$ cat src/rtl/vec_unit_rr_scheduler.sv
// Round-robin arbiter sharing one vector activation unit among NumReq streams.
// Optional watchdog on the unit response: define SCHED_TIMEOUT_EN.
module vec_unit_rr_scheduler #(
  parameter int NumReq        = 4,
  parameter int VecElements   = 16,
  parameter int NBits         = 12,
  parameter int TimeoutCycles = 256,
  localparam int IdW = (NumReq > 1) ? $clog2(NumReq) : 1
) (
  input  logic                                     clk_in,
  input  logic                                     rst_in,
  input  logic [NumReq-1:0]                        req_valid,
  input  logic [NumReq-1:0][VecElements-1:0][NBits-1:0] req_data,
  output logic [NumReq-1:0]                        req_ack,
  input  logic                                     unit_ready,
  output logic                                     unit_start,
  output logic [VecElements-1:0][NBits-1:0]        unit_data,
  input  logic                                     unit_done,
  input  logic [VecElements-1:0][NBits-1:0]        unit_result,
  output logic [NumReq-1:0]                        rsp_valid,
  output logic [IdW-1:0]                           rsp_id,
  output logic [VecElements-1:0][NBits-1:0]        rsp_data,
  input  logic                                     rsp_rd,
  output logic                                     busy,
  output logic                                     timeout_err
);

  typedef enum logic [1:0] {
    S_IDLE,
    S_ISSUE,
    S_WAIT,
    S_HOLD
  } state_t;

  state_t         state;
  state_t         state_nxt;
  logic [IdW-1:0] rr_ptr;
  logic [IdW-1:0] grant;
  logic [IdW-1:0] gnt_idx;
  logic           gnt_found;
  logic           do_grant;
  logic           do_done;
  logic           do_tmo;
  logic           do_rel;
  logic           tmo_hit;

  function automatic logic [IdW-1:0] wrap_add(
    input logic [IdW-1:0] p,
    input int             k
  );
    return IdW'((int'(p) + k) % NumReq);
  endfunction

  // Circular search starting at rr_ptr; the last served stream sits at the end.
  always_comb begin
    gnt_found = 1'b0;
    gnt_idx   = '0;
    for (int k = 0; k < NumReq; k++) begin
      if (!gnt_found && req_valid[wrap_add(rr_ptr, k)]) begin
        gnt_found = 1'b1;
        gnt_idx   = wrap_add(rr_ptr, k);
      end
    end
  end

`ifdef SCHED_TIMEOUT_EN
  localparam int CntW = $clog2(TimeoutCycles + 1);
  logic [CntW-1:0] tmo_cnt;

  always_ff @(posedge clk_in) begin
    if (!rst_in) begin
      tmo_cnt <= '0;
    end else if (state == S_ISSUE) begin
      tmo_cnt <= '0;
    end else if (state == S_WAIT) begin
      tmo_cnt <= tmo_cnt + CntW'(1);
    end
  end

  assign tmo_hit = (tmo_cnt == CntW'(TimeoutCycles - 1));
`else
  assign tmo_hit = 1'b0;
`endif

  always_comb begin
    state_nxt = state;
    do_grant  = 1'b0;
    do_done   = 1'b0;
    do_tmo    = 1'b0;
    unique case (state)
      S_IDLE: begin
        if (gnt_found && unit_ready) begin
          do_grant  = 1'b1;
          state_nxt = S_ISSUE;
        end
      end
      S_ISSUE: state_nxt = S_WAIT;
      S_WAIT: begin
        if (unit_done) begin
          do_done   = 1'b1;
          state_nxt = S_HOLD;
        end else if (tmo_hit) begin
          do_tmo    = 1'b1;
          state_nxt = S_IDLE;
        end
      end
      S_HOLD: begin
        if (rsp_rd) state_nxt = S_IDLE;
      end
      default: state_nxt = S_IDLE;
    endcase
  end

  assign do_rel = ((state == S_HOLD) && rsp_rd) || do_tmo;
  assign busy   = (state != S_IDLE);

  always_ff @(posedge clk_in) begin
    if (!rst_in) state <= S_IDLE;
    else         state <= state_nxt;
  end

  always_ff @(posedge clk_in) begin
    if (!rst_in) begin
      rr_ptr      <= '0;
      grant       <= '0;
      req_ack     <= '0;
      unit_start  <= 1'b0;
      unit_data   <= '0;
      rsp_valid   <= '0;
      rsp_id      <= '0;
      rsp_data    <= '0;
      timeout_err <= 1'b0;
    end else begin
      req_ack     <= '0;
      unit_start  <= 1'b0;
      timeout_err <= do_tmo;
      if (do_grant) begin
        grant      <= gnt_idx;
        unit_data  <= req_data[gnt_idx];
        req_ack    <= NumReq'(1) << gnt_idx;
        unit_start <= 1'b1;
      end
      if (do_done) begin
        rsp_data  <= unit_result;
        rsp_id    <= grant;
        rsp_valid <= NumReq'(1) << grant;
      end
      if (do_rel) begin
        rsp_valid <= '0;
        rr_ptr    <= wrap_add(grant, 1);
      end
    end
  end

endmodule

$ cat config.mk
export PLATFORM = sky130hd
export DESIGN_NAME = vec_unit_rr_scheduler
export DESIGN_NICKNAME = d
export VERILOG_FILES = /design/src/rtl/vec_unit_rr_scheduler.sv
export SDC_FILE = /design/constraint.sdc
export NUM_CORES = 1
export LEC_CHECK = 0
export CAP_MARGIN = 5
export CORE_AREA = 2 2 531 533
export CTS_BUF_LIST = sky130_fd_sc_hd__clkbuf_8 sky130_fd_sc_hd__clkbuf_16
export CTS_CLUSTER_SIZE = 40
export DETAILED_ROUTE_END_ITERATION = 8
export DIE_AREA = 0 0 533 535
export GPL_ROUTABILITY_DRIVEN = 0
export PLACE_DENSITY = 0.3
export RECOVER_POWER = 50
export SLEW_MARGIN = 10
export SYNTH_ARGS = -nofsm -noshare
export SYNTH_HDL_FRONTEND = slang
export SYNTH_SLANG_ARGS = --single-unit
export TNS_END_PERCENT = 1
$ cat constraint.sdc
create_clock -name clk_in -period 2.4 [get_ports clk_in]
set_input_delay 0.72 -clock clk_in [delete_from_list [all_inputs] [get_ports clk_in]]
set_output_delay 0.72 -clock clk_in [all_outputs]
set_load 0.05 [all_outputs]
==> flow_summary_export.csv <==
group,metric,value,unit
detailed_routing,drt_first_pass_iters,5,
synth,synthCells,1997,
setup_path,cp_max_fo,125,
layout,fin_util,13.9,%
detailed_routing,wire_per_inst,24.8,µm
run_status,violations,"max-capacitance violations, max-slew violations, negative setup slack",
setup_path,r2r.worst_path.cells,7,
clocking,cts_buffer_depth,3,
sta,period_share,101,%
setup_path,worst_path_most_repeated_cell,"clkbuf_4",
synth,ys_types,28,
detailed_routing,via_count,21300,
global_routing,antenna_found_initial,62,
global_routing,gr-total-overflow,0,
setup_path,cp_num_buf_inv,4,
sta,fmax,413,MHz
setup_path,slowest_stage,"clkbuf_4",
sta,drv_slew,126,
worst_hold_path,min_to,"rsp_data[34]",
sta,whs,0.452,ns
floorplanning,fp.coreArea,279000,µm²
power_and_ir_drop,power.density,750,nW/µm²
setup_path,cp-start-kind,"input port",
sta,fin_skew,0.0472,ns
floorplanning,start_util,6.48,%
sta,setup-violations-final,10,
sta,tightest_slew,1.65,ns
sta,setup_ws,-0.0187,ns
sta,slew-limit-headroom,-10.3,%
clocking,clk-insertion-delay-late,0.71,ns
clocking,htreeDepth,2,
synth,ys.warnings.count,0,
synth,syn_avg_cell_area,9.04,µm²
global_routing,grt_first_pass_wirelength,229000,µm
sta,hold_violations,0,
sta,period_needed,2.42,ns
floorplanning,dieArea,285000,µm²
synth,synth_fp_nets,2974,
sta,rsz0062_at_grt,"yes",
worst_hold_path,min_path_type,"reg2reg",
floorplanning,ios,1366,
floorplanning,placementRows,194,
run_status,status,"complete, but fails checks",
clocking,clock-sinks,401,
synth,netlist_area,18100,µm²
worst_hold_path,min_path_cells,2,
layout,layout-drive-gt1-share,17.3,%
job,maxCapViolCount,1,
clocking,postCtsHoldBufs,0,
setup_path,crit_family,"buffers and inverters",
detailed_routing,via_per_inst,2.96,
setup_path,crit_chain,"clkdlybuf4s50_1 > inv_6 > clkbuf_4 > clkbuf_4 > a21oi_1",
layout,area_growth,114,%
worst_hold_path,worstHoldStart,"rsp_data[34]",
synth,ys_ff_latch,401,
detailed_routing,drcViolationCount,0,
clocking,numCtsBuffers,58,
clocking,cts-root-buf,"clkbuf_16",
setup_path,r2r_end,"unit_data[186]",
clocking,cts_tree,"done",
detailed_routing,drt_iter0_drc,969,
setup_path,rrSetupSlack,0.17,ns
global_routing,first_global_vias,22600,
placement,io_buffer_count,1364,
synth,synth_seq_area_share,44.4,%
setup_path,worstSetupEndpointType,"flop",
detailed_routing,postRouteAntennaNets,0,
power_and_ir_drop,ir_drop,0.559,mV
global_routing,grt_max_degree,126,
setup_path,critical_path_class,"in2reg",
layout,finalNetCount,4397,
setup_path,slowest_delay,1.16,ns
setup_path,worstPathArrival,2.91,ns
floorplanning,chipHeight,535,µm
detailed_routing,routed_wirelength,179000,µm
floorplanning,die_w,533,µm
setup_path,reg2reg_from,"rr_ptr[1]",
power_and_ir_drop,p_leak,0.0139,µW
clocking,path_clk_slew,0.06,ns
placement,dpl.hpwl,154000,µm
global_routing,grtUsageTotal,11.9,%
setup_path,crit_required,2.89,ns
==> cells by family after synthesis <==
| kind of cell | Yosys count | synth area share (%) |
|---|---|---|
| mux | 386 | 21.4 |
| fa+ha+maj | 8 | 0.554 |
| flops | 401 | 44.4 |
| other cells | 1 | 0.0208 |
| compound gates | 404 | 15.4 |
| simple gates | 615 | 12.9 |
| buf+inv | 182 | 5.29 |
==> synthesized netlist by cell type (all sizes together) <==
| cell | instances | area [µm²] |
|---|---|---|
| inv | 9 | 33.8 |
| and2 | 1 | 6.26 |
| nand2 | 594 | 2230 |
| buf | 86 | 594 |
| ha | 8 | 100 |
| conb | 1 | 3.75 |
| a211o | 1 | 8.76 |
| nor3 | 3 | 15.0 |
| nor2 | 12 | 45.0 |
| nor2b | 3 | 18.8 |
| o41a | 1 | 12.5 |
| a21oi | 205 | 1030 |
| a21boi | 1 | 7.51 |
| mux2i | 386 | 3860 |
| o32a | 1 | 10.0 |
| o21ai | 1 | 8.76 |
| o22ai | 1 | 6.26 |
| nand3 | 1 | 5.00 |
| o221ai | 192 | 1690 |
| or4 | 1 | 7.51 |
| o32ai | 1 | 8.76 |
| clkbuf | 87 | 327 |
| dfxtp | 401 | 8030 |
==> power breakdown <==
group          internal (µW)  leakage (µW)  switching [µW]
combinational           4030       0.00960            7440
clock                   5240       0.00104            3820
sequential              7620       0.00326             859
total                  16900        0.0139           12100
==> flip-flops by register name, summed over array words and instances (netlist names) <==
name        count
state           2
rsp_valid       4
rsp_id          2
unit_data     192
rsp_data      192
grant           2
rr_ptr          2
req_ack         4
unit_start      1
==> metal layers <==
metal / share of wire, % / vias to the layer above / wire [µm] / global-route usage, %
met4: 2.5 / 22 / 4400 / 2.62
met1: 39 / 10100 / 69900 / 13.4
met3: 10 / 188 / 18700 / 5.39
met2: 48 / 1081 / 85600 / 20.6
li1: - / 9980 / - / -
met5: 0.086 / - / 153 / 0
==> worst reg2reg max path: stages, from the launching register on <==
cell and delay (ns):
dfxtp_2 0.46, a21boi_4 0.10, o32a_4 0.47, clkbuf_16 0.26
buf_12 0.16, clkbuf_16 0.20, mux2i_1 0.28, o221ai_1 0.15
==> final cells by class <==
class	count	area [µm²]
clock inverters	35	280
well taps	3724	4660
inverters	9	45.0
repair buffers	1536	14600
fillers	31700	240000
flip-flops and latches	401	8030
diodes	10	25.0
clock buffers	75	1690
multi-input cells	1414	9330
==> per-stage QoR <==
stage                     std cells  setup TNS, ns  power (µW)  setup slack, ns  cell area (µm²)
final                          7204        -0.0925       29000          -0.0187            38700
after CTS                      7190          -1.16       30100           -0.154            38900
after floorplan                1997              0       13800            0.212            18100
after global routing           7199          -4.08       30500           -0.114            38600
after detailed placement       7079        -145.08       20700            -1.06            36900
after global placement         7078        -149.36       20800            -1.81            36900
==> worst max-delay path by stage <==
stage / start / to / cells past startpoint
final: rst_in / rsp_data[153] / 5
after global routing: state[1] / busy / 5
after CTS: req_valid[2] / unit_data[4] / 8
after detailed placement: req_valid[2] / unit_data[128] / 9
after global placement: req_valid[2] / unit_data[48] / 7
after floorplan: req_valid[2] / unit_data[79] / 8
==> cell usage in the layout (no fill, tap or decap), types with 53 or more instances in the layout <==
cell and n:
clkdlybuf4s50_1 964, nand2_1 592, dfxtp_1 398, mux2i_1 357, a21oi_1 204, o221ai_1 190
clkbuf_2 178, buf_4 178, dlygate4sd2_1 63, clkbuf_16 60, buf_12 53
==> what timing repair did <==
| item | CTS | global route |
|---|---|---|
| buffers inserted | 1 | 2 |
| hold endpoints to repair | 0 | 0 |
| gates resized for setup | 248 | 54 |
| cloned | 0 | 2 |
| setup endpoints to repair | 158 | 145 |
| pin swaps | 1 | 2 |
Note: power is estimated with default switching activity, not from simulation.
==> RTL change: new RTL, same settings <==
Build with the macro `SCHED_TIMEOUT_EN` defined.
--- a/src/rtl/vec_unit_rr_scheduler.sv
+++ b/src/rtl/vec_unit_rr_scheduler.sv
@@ -2,2 +2,4 @@
 // Optional watchdog on the unit response: define SCHED_TIMEOUT_EN.
+`define SCHED_TIMEOUT_EN
+
 module vec_unit_rr_scheduler #(
Check against the original RTL: not settled (the Yosys comparison gave no result); the edit may change what the design does.
==> RTL change against the unedited design <==
Core utilization rose by 0.72 points. Largest power group is now clock. Register-to-register slack worse by 0.02 ns. Cell area rose by 5.2%. Synthesized cell count grew 2.7%. Count of clock-buffer cells in the layout grew 5. Final cell count grew 1.0%. First-iteration DRC count down 20%. Worst setup slack improved by 0.062 ns. Synthesized area is 11% higher. Routed wire length grew 1.8%. Power down 14%. Largest cell class unchanged. Sequential cell count rose by 10.
==> RTL change: results (changes against the unedited design) <==
Status
  – Status: finished clean

Detailed routing
  – Via count: 21,800 (+2.4%)
  – Routed wl met3: 17.5 mm (-6.5%)
  – WL final: 182 mm (+1.8%)
  – Met2 Wirelength: 88.2 mm (+3.0%)

Place
  – Placed cell count: 7,144 (+0.92%)
  – HPWL after DPL: 155 mm (+0.41%)
  – Placement-stage cell area: 38,700 µm² (+5.0%)

Cells and area
  – Post-Layout Cell Count: 7,276 (+1.0%)
  – Final nets: 4,468 (+1.6%)
  – Multi-input comb cells: 1,454 (+2.8%)
  – CLK BUF: 80 (+6.7%)
  – Area occupied by multi-input gates: 11,000 µm² (+18%)
  – Multi-input combinational area share: 0.270 (+0.0289)
  – Fill cell count: 31,500 (-0.61%)
  – Antenna diodes: 13 (+3)
  – Non-clock buffer share: 0.355 (-0.0225)
  – Nonclk buf count: 1,546 (+0.65%)

Clocking
  – TritonCTS Buffers: 71 (+22%)
  – Num Clock Sinks: 411 (+2.5%)
  – H-tree Lvls: 3 (+1)
  – Post-CTS sizing: 310 (+25%)
  – Post-CTS Setup Repair Bufs: 0 (-1)

Synth
  – Syn nets: 3,025 (+1.7%)
  – Synth Area in Compound Gates: 0.215 (+0.0609)
  – Area contributors post-synth: dfxtp_1 41%, mux2i_1 19%, o221ai_2 12%
  – Syn Area/Cell: 9.81 µm² (+8.4%)
  – Unique cell type count in the Yosys netlist: 40 (+43%)
  – Sequential fraction of the synthesis area: 0.409 (-0.0351)
  – Commonest cells post-synth: 596 x nand2_1, 411 x dfxtp_1, 389 x mux2i_1
  – Post-synthesis xor/xnor area fraction: 0.00174 (+0.00174)

Power and ir drop
  – Clock group power: 10.4 mW (+15%)
  – Pwr/cell area: 611 nW/µm² (-19%)
  – Comb group: 6.77 mW (-41%)
  – Worst VDD drop: 463 µV (-17%)
  – Leakage power: 14.2 nW (+2.0%)

Critical path
  – Crit path DAT: 2.90 ns (about the same)
  – CP peak stage delay: 0.54 ns (-0.62 ns)
  – Max FO, Critical Path: 10 (-92%)
  – Slowest CP cell: clkdlybuf4s50_1

Global route
  – Vias in the first global route: 23,400 (+3.4%)
  – Largest net degree at the start of global routing: 76 (-40%)
  – Met2 usage: 0.214 (+0.00778)
  – Initial antenna violation count: 68 (+9.7%)
  – Global Route Usage Sum: 0.123 (+0.00374)
  – Met3 usage: 0.0528 (-0.00105)
  – First-pass GRT wire length: 236 mm (+3.5%)

Flow run
  – Maxcap violations: 0 (-1)
==> RTL change: cell types whose count changed in the layout (fill, tap and decap cells not counted), sizes merged, moves of 5 or more <==
cell | before | now
a21oi | 205 | 11
a21boi | 1 | 194
dlygate4sd2 | 63 | 26
clkdlybuf4s15 | 68 | 103
buf | 247 | 258
dfxtp | 401 | 411
clkbuf | 265 | 272
clkinv | 9 | 16
nor2b | 3 | 9
and2 | 1 | 6
nand2b | 0 | 5
o21ai | 1 | 6
==> RTL change: worst paths after layout <==
path | depth (start not counted) | startpoint | endpoint | slack [ns]
hold / removal | 2 | rsp_data[187]$_SDFFE_PN0P_ | rsp_data[187]$_SDFFE_PN0P_ | 0.46
hold reg to reg | 2 | rsp_data[187]$_SDFFE_PN0P_ | rsp_data[187]$_SDFFE_PN0P_ | 0.46
setup reg to reg | 7 | rr_ptr[0]$_SDFFE_PN0P_ | unit_data[111]$_SDFFE_PN0P_ | 0.15
setup / recovery | 9 | req_valid[1] | unit_data[177]$_SDFFE_PN0P_ | 0.04
